--- config.mk ---
export PLATFORM = sky130hd
export DESIGN_NAME = uart_tx_fifo
export DESIGN_NICKNAME = d
export VERILOG_FILES = /design/src/rtl/uart_pkg.sv /design/src/rtl/uart_sync_fifo.sv /design/src/rtl/uart_tx_fifo.sv
export SDC_FILE = /design/constraint.sdc
export NUM_CORES = 1
export LEC_CHECK = 0
export ABC_CLOCK_PERIOD_IN_PS = 4800
export CAP_MARGIN = 10
export CORE_ASPECT_RATIO = 2
export CORE_MARGIN = 2
export CORE_UTILIZATION = 55
export DETAILED_ROUTE_END_ITERATION = 8
export HOLD_SLACK_MARGIN = 0.08
export PLACE_DENSITY = 0.76
export SLEW_MARGIN = 15
export SYNTH_ARGS = -nofsm -noshare
export SYNTH_HDL_FRONTEND = slang
export SYNTH_SLANG_ARGS = --single-unit
--- constraint.sdc ---
create_clock -name clk -period 4.8 [get_ports clk]
set_input_delay 0.96 -clock clk [delete_from_list [all_inputs] [get_ports clk]]
set_output_delay 0.96 -clock clk [all_outputs]
set_load 0.05 [all_outputs]
--- src/rtl/uart_pkg.sv ---
// uart_pkg: shared encodings and constants for the UART transmit peripheral.
package uart_pkg;
  typedef enum logic [1:0] {S_IDLE, S_START, S_DATA, S_STOP} state_t;
  localparam logic REG_TXDATA = 1'b0;
  localparam logic REG_CTRL = 1'b1;
  localparam int ST_BUSY = 0;
  localparam int ST_EMPTY = 1;
  localparam int ST_FULL = 2;
  localparam int ST_OVF = 3;
  localparam int ST_COUNT = 8;
  localparam int FRAME_BITS = 10;
  localparam int DATA_BITS = FRAME_BITS - 2;
endpackage

--- src/rtl/uart_sync_fifo.sv ---
// uart_sync_fifo: single-clock FIFO; a push while full is accepted only alongside a pop.
module uart_sync_fifo #(
  parameter int DEPTH = 16,
  parameter int W = 8
) (
  input  logic                     clk,
  input  logic                     rst_n,
  input  logic                     i_push,
  input  logic                     i_pop,
  input  logic [W-1:0]             i_data,
  output logic [W-1:0]             o_data,
  output logic                     o_full,
  output logic                     o_empty,
  output logic [$clog2(DEPTH):0]   o_count
);
  localparam int AW = $clog2(DEPTH);
  localparam int CW = AW + 1;
  logic [W-1:0] r_mem [DEPTH];
  logic [AW-1:0] r_wr, r_rd;
  logic [CW-1:0] r_count;
  logic w_do_push, w_do_pop;
  assign o_full = r_count == CW'(DEPTH);
  assign o_empty = r_count == '0;
  assign o_count = r_count;
  assign o_data = r_mem[r_rd];
  assign w_do_pop = i_pop && !o_empty;
  assign w_do_push = i_push && (!o_full || w_do_pop);
  always_ff @(posedge clk)
    if (w_do_push) r_mem[r_wr] <= i_data;
  always_ff @(posedge clk or negedge rst_n)
    if (!rst_n) begin
      r_wr <= '0;
      r_rd <= '0;
      r_count <= '0;
    end else begin
      r_wr <= r_wr + AW'(w_do_push);
      r_rd <= r_rd + AW'(w_do_pop);
      r_count <= r_count + CW'(w_do_push) - CW'(w_do_pop);
    end
endmodule

--- src/rtl/uart_tx_fifo.sv ---
// uart_tx_fifo: bus-mapped 8N1 UART transmitter with TX FIFO, baud divisor and status/irq.
module uart_tx_fifo
  import uart_pkg::*;
#(
  parameter int FIFO_DEPTH = 16,
  parameter int DIV_W = 16,
  parameter int DEFAULT_DIV = 868
) (
  input  logic        clk,
  input  logic        RSTN,
  input  logic        we,
  input  logic        reg_sel,
  input  logic [31:0] wdata,
  output logic [31:0] status,
  output logic        txd,
  output logic        busy,
  output logic        irq
);
  localparam int CW = $clog2(FIFO_DEPTH) + 1;
  state_t r_state, w_state_n;
  logic [DIV_W-1:0] r_div, r_div_act, w_div_act_n, r_timer, w_timer_n;
  logic [2:0] r_bit, w_bit_n;
  logic [7:0] r_shift, w_shift_n, w_fifo_data;
  logic r_ovf, w_push, w_pop, w_full, w_empty, w_tick, w_ctrl_we, w_unused;
  logic [CW-1:0] w_count;
  assign w_push = we && reg_sel == REG_TXDATA;
  assign w_ctrl_we = we && reg_sel == REG_CTRL;
  assign w_tick = r_timer == '0;
  assign busy = r_state != S_IDLE;
  assign irq = w_empty && !busy;
  assign txd = r_state == S_START ? 1'b0 : r_state == S_DATA ? r_shift[0] : 1'b1;
  assign w_pop = !w_empty && (r_state == S_IDLE || (r_state == S_STOP && w_tick));
  assign w_unused = &{1'b0, wdata[30:DIV_W]};
  uart_sync_fifo #(.DEPTH(FIFO_DEPTH), .W(8)) u_fifo (
    .clk(clk), .rst_n(RSTN), .i_push(w_push), .i_pop(w_pop), .i_data(wdata[7:0]),
    .o_data(w_fifo_data), .o_full(w_full), .o_empty(w_empty), .o_count(w_count)
  );
  always_ff @(posedge clk or negedge RSTN)
    if (!RSTN) begin
      r_div <= DIV_W'(DEFAULT_DIV);
      r_ovf <= 1'b0;
    end else begin
      if (w_ctrl_we) r_div <= wdata[DIV_W-1:0] < DIV_W'(2) ? DIV_W'(2) : wdata[DIV_W-1:0];
      r_ovf <= (w_ctrl_we && wdata[31]) ? 1'b0 : r_ovf | (w_push && w_full && !w_pop);
    end
  always_ff @(posedge clk or negedge RSTN)
    if (!RSTN) begin
      r_state <= S_IDLE;
      r_timer <= '0;
      r_bit <= '0;
      r_shift <= '0;
      r_div_act <= DIV_W'(DEFAULT_DIV);
    end else begin
      r_state <= w_state_n;
      r_timer <= w_timer_n;
      r_bit <= w_bit_n;
      r_shift <= w_shift_n;
      r_div_act <= w_div_act_n;
    end
  // Timer reloads from the divisor latched at frame start, so CTRL writes never disturb a frame.
  always_comb begin
    w_state_n = r_state;
    w_timer_n = r_state == S_IDLE ? r_timer : w_tick ? r_div_act - DIV_W'(1) : r_timer - DIV_W'(1);
    w_bit_n = r_bit;
    w_shift_n = r_shift;
    w_div_act_n = r_div_act;
    case (r_state)
      S_IDLE: ;
      S_START: if (w_tick) begin
        w_state_n = S_DATA;
        w_bit_n = '0;
      end
      S_DATA: if (w_tick) begin
        w_shift_n = r_shift >> 1;
        w_bit_n = r_bit + 3'd1;
        if (r_bit == 3'(DATA_BITS - 1)) w_state_n = S_STOP;
      end
      S_STOP: if (w_tick) w_state_n = S_IDLE;
    endcase
    if (w_pop) begin
      w_state_n = S_START;
      w_shift_n = w_fifo_data;
      w_div_act_n = r_div;
      w_timer_n = r_div - DIV_W'(1);
    end
  end
  always_comb begin
    status = '0;
    status[ST_BUSY] = busy;
    status[ST_EMPTY] = w_empty;
    status[ST_FULL] = w_full;
    status[ST_OVF] = r_ovf;
    status[ST_COUNT +: CW] = w_count;
  end
endmodule

==> run summary <==
outcome = finished clean
Final Wtd Congestion = 0.884
Lkg Pwr = 3.85 nW
Pre-antenna DRT Iters = 5
worst hold stages = 2
H-Tree Depth = 1
initial antenna violation count = 0
syn avg cell area = 13.4 um^2
Post-synth ARST share = 0.369
die area = 0.0178 mm^2
first-pass GRT wire length = 31,800 um
Remaining DRCs = 0
antenna cells = 0
IO Count = 71
Worst setup SP type = register
Seq. cell area = 0.00573 mm^2
most frequent cells in the layout = 128 x edfxtp_1, 89 x nand2_1, 64 x dfrtp_1
worst-margin pin slew = 0.940 ns
P per Cell Area = 608 mW/mm^2
WL final = 20,200 um
Final Core Density = 0.628
hold wc startpoint = r_div_act[8]$_DFFE_PN1P_
share of layout cells above drive strength 1 = 0.153
flop2flop setup slack = 0.91 ns
Critical Path AT = 3.09 ns
critical path endpoint category = output pin
vias in the first global route = 5,995
Seq/Total Area, Yosys = 0.625
worst vdd ir = 0.341 mV
WL/cell = 21.6 um
P&R area growth vs syn = 11.3%
multi-input logic area = 0.00312 mm^2
All-Layer GR Usage = 0.236
setup TNS = 0 ns
most common cell after layout, fill and taps aside = edfxtp_1
Max Slew Vio Count = 0
PortBufs = 32
post-cts resize count = 0
Final WS setup = 0.753 ns
Vias = 5,730
crit path time final = 4.05 ns
Initial Util = 0.564
Clock transition at path regs = 0.07 ns
MaxCap Viol Count = 0
Detailed Place HPWL = 14,400 um
reg2reg end = r_timer[14]$_DFFE_PN0P_
fmax = 0.247 GHz
Placeable Area = 0.0163 mm^2
row cnt = 66
Worst EP required = 3.84 ns
remaining global-route overflow = 0
Mapped Area = 0.00918 mm^2
Layout Nets = 774
YS warnings = 0
CP Class = reg2out
Mapped Cells = 685
crit-path max FO = 12
top_reg_cell synth = edfxtp_1
largest net degree at the start of global routing = 76
Die Ht = 187 um
# clock sinks = 203
worst min-delay path endpoint = r_div_act[8]$_DFFE_PN1P_
RSZ-0062 raised after global routing = no
final setup fails = 0
number of synthesized flops with an enable pin = 128
total CTS buffers = 19
HP Class = reg2reg
Pwr Total = 6.20 mW
Clock Skew = 0.00878 ns
CTS Hold Bufs = 0
Iter 0 DRT Violations = 257
Layout fillers = 1,213
Routed Antenna Nets = 0
Reg-to-Reg Start = u_fifo.o_count[3]$_DFF_PN0_
Longest Clk Path Bufs = 3
CTS Root Cell = clkbuf_16
worst skew pair latency = 0.48 ns
post-CTS setup buffers = 0
CTS tree = done
fin crit share = 0.843
Distinct cells, synth = 62
Die W = 95.3 um
vias per cell = 6.13
R2R depth = 16
Slew headroom = 0.374
#FFs+latches synth = 203
Final Hold Vio Count = 0
setup slack at placement = 1.01 ns
[logic make-up (layout without fill, tap and decap cells)]
family                     count (synthesis)  count (layout)  share of synthesized area
DFF                                      203             203                      0.625
and+or+nand+nor                          182             182                     0.0905
buffers and inverters                     75              99                     0.0443
xor gates and xnor gates                  20              20                     0.0191
other                                      1              23                   0.000409
muxes                                     70              70                      0.109
AOI/OAI and AO/OA                        115             115                     0.0850
adders and majority gates                 19              19                     0.0267
[cell type report]
type / count / share of cell area
well taps: 204 / 0.0250
multi-input cells: 429 / 0.305
repair buffers: 49 / 0.0436
clock inverters: 7 / 0.00674
clock buffers: 26 / 0.0511
flip-flops and latches: 203 / 0.562
inverters: 17 / 0.00650
[synth_stat cells, types with 3 or more instances]
cell type	n	share of area
a211oi_1	5	0.0041
a21oi_1	26	0.014
a22o_1	3	0.0029
a31oi_1	3	0.0020
buf_2	5	0.0027
buf_4	27	0.022
clkbuf_1	22	0.0090
dfrtp_1	65	0.18
dfstp_2	10	0.029
edfxtp_1	128	0.42
ha_1	18	0.025
inv_1	15	0.0061
mux2_2	20	0.025
mux2i_1	28	0.031
mux4_2	22	0.054
nand2_1	89	0.036
nand2b_1	4	0.0027
nand3_1	7	0.0038
nor2_1	37	0.015
nor3_1	22	0.012
nor4_1	4	0.0027
o21ai_0	27	0.015
o21ai_1	4	0.0022
o221ai_1	11	0.011
o22ai_1	8	0.0055
o32ai_1	6	0.0057
o32ai_2	3	0.0053
or3_1	4	0.0027
xnor2_1	10	0.0095
xor2_1	10	0.0095
[state kept, by name, summed over array words and instances, names as in the netlist, 3 cells and up]
register,count
r_bit,3
r_div,16
r_div_act,16
r_shift,8
r_timer,16
u_fifo.o_count,5
u_fifo.r_mem,128
u_fifo.r_rd,4
u_fifo.r_wr,4
[worst max path at each step]
stage                                      from                      end  depth (start not counted)
detailed placement  u_fifo.o_count[2]$_DFF_PN0_  r_timer[14]$_DFFE_PN0P_                         16
global placement    u_fifo.o_count[3]$_DFF_PN0_  r_timer[14]$_DFFE_PN0P_                         16
CTS                 u_fifo.o_count[2]$_DFF_PN0_                      irq                          7
floorplan           u_fifo.o_count[2]$_DFF_PN0_   r_timer[6]$_DFFE_PN0P_                         16
global route        u_fifo.o_count[2]$_DFF_PN0_                      irq                          7
finish              u_fifo.o_count[3]$_DFF_PN0_                      irq                          7
[critical path, cell delays in order, from the launching register on]
cell	delay [ns]
dfrtp_1	0.40
inv_1	0.09
ha_1	0.15
or4b_4	0.59
inv_4	0.11
nand2_1	0.27
inv_1	0.17
clkdlybuf4s50_1	0.82
[per-stage QoR]
step                      area (um^2)  hold slack, ns  instances
final                           10200           0.458        935
after global routing            10200           0.476        935
after CTS                       10200           0.458        935
after detailed placement         9620           0.451        902
after global placement           9620           0.446        902
after floorplan                  9260           0.434        707
[where the power goes]
part | internal, mW | leakage, nW | switching (mW)
Combinational | 0.911 | 1.53 | 1.25
Sequential | 2.21 | 2.03 | 0.394
Clock | 0.819 | 0.281 | 0.630
Total | 3.94 | 3.85 | 2.27
[metal layers]
layer  share of wire  global-route usage  wire length, um
met1            0.32               0.236             6470
met2            0.57               0.437            11500
met3           0.044              0.0404              886
met4           0.066               0.139             1340
met5               0                   0                0
(Power assumes the default switching activity.)
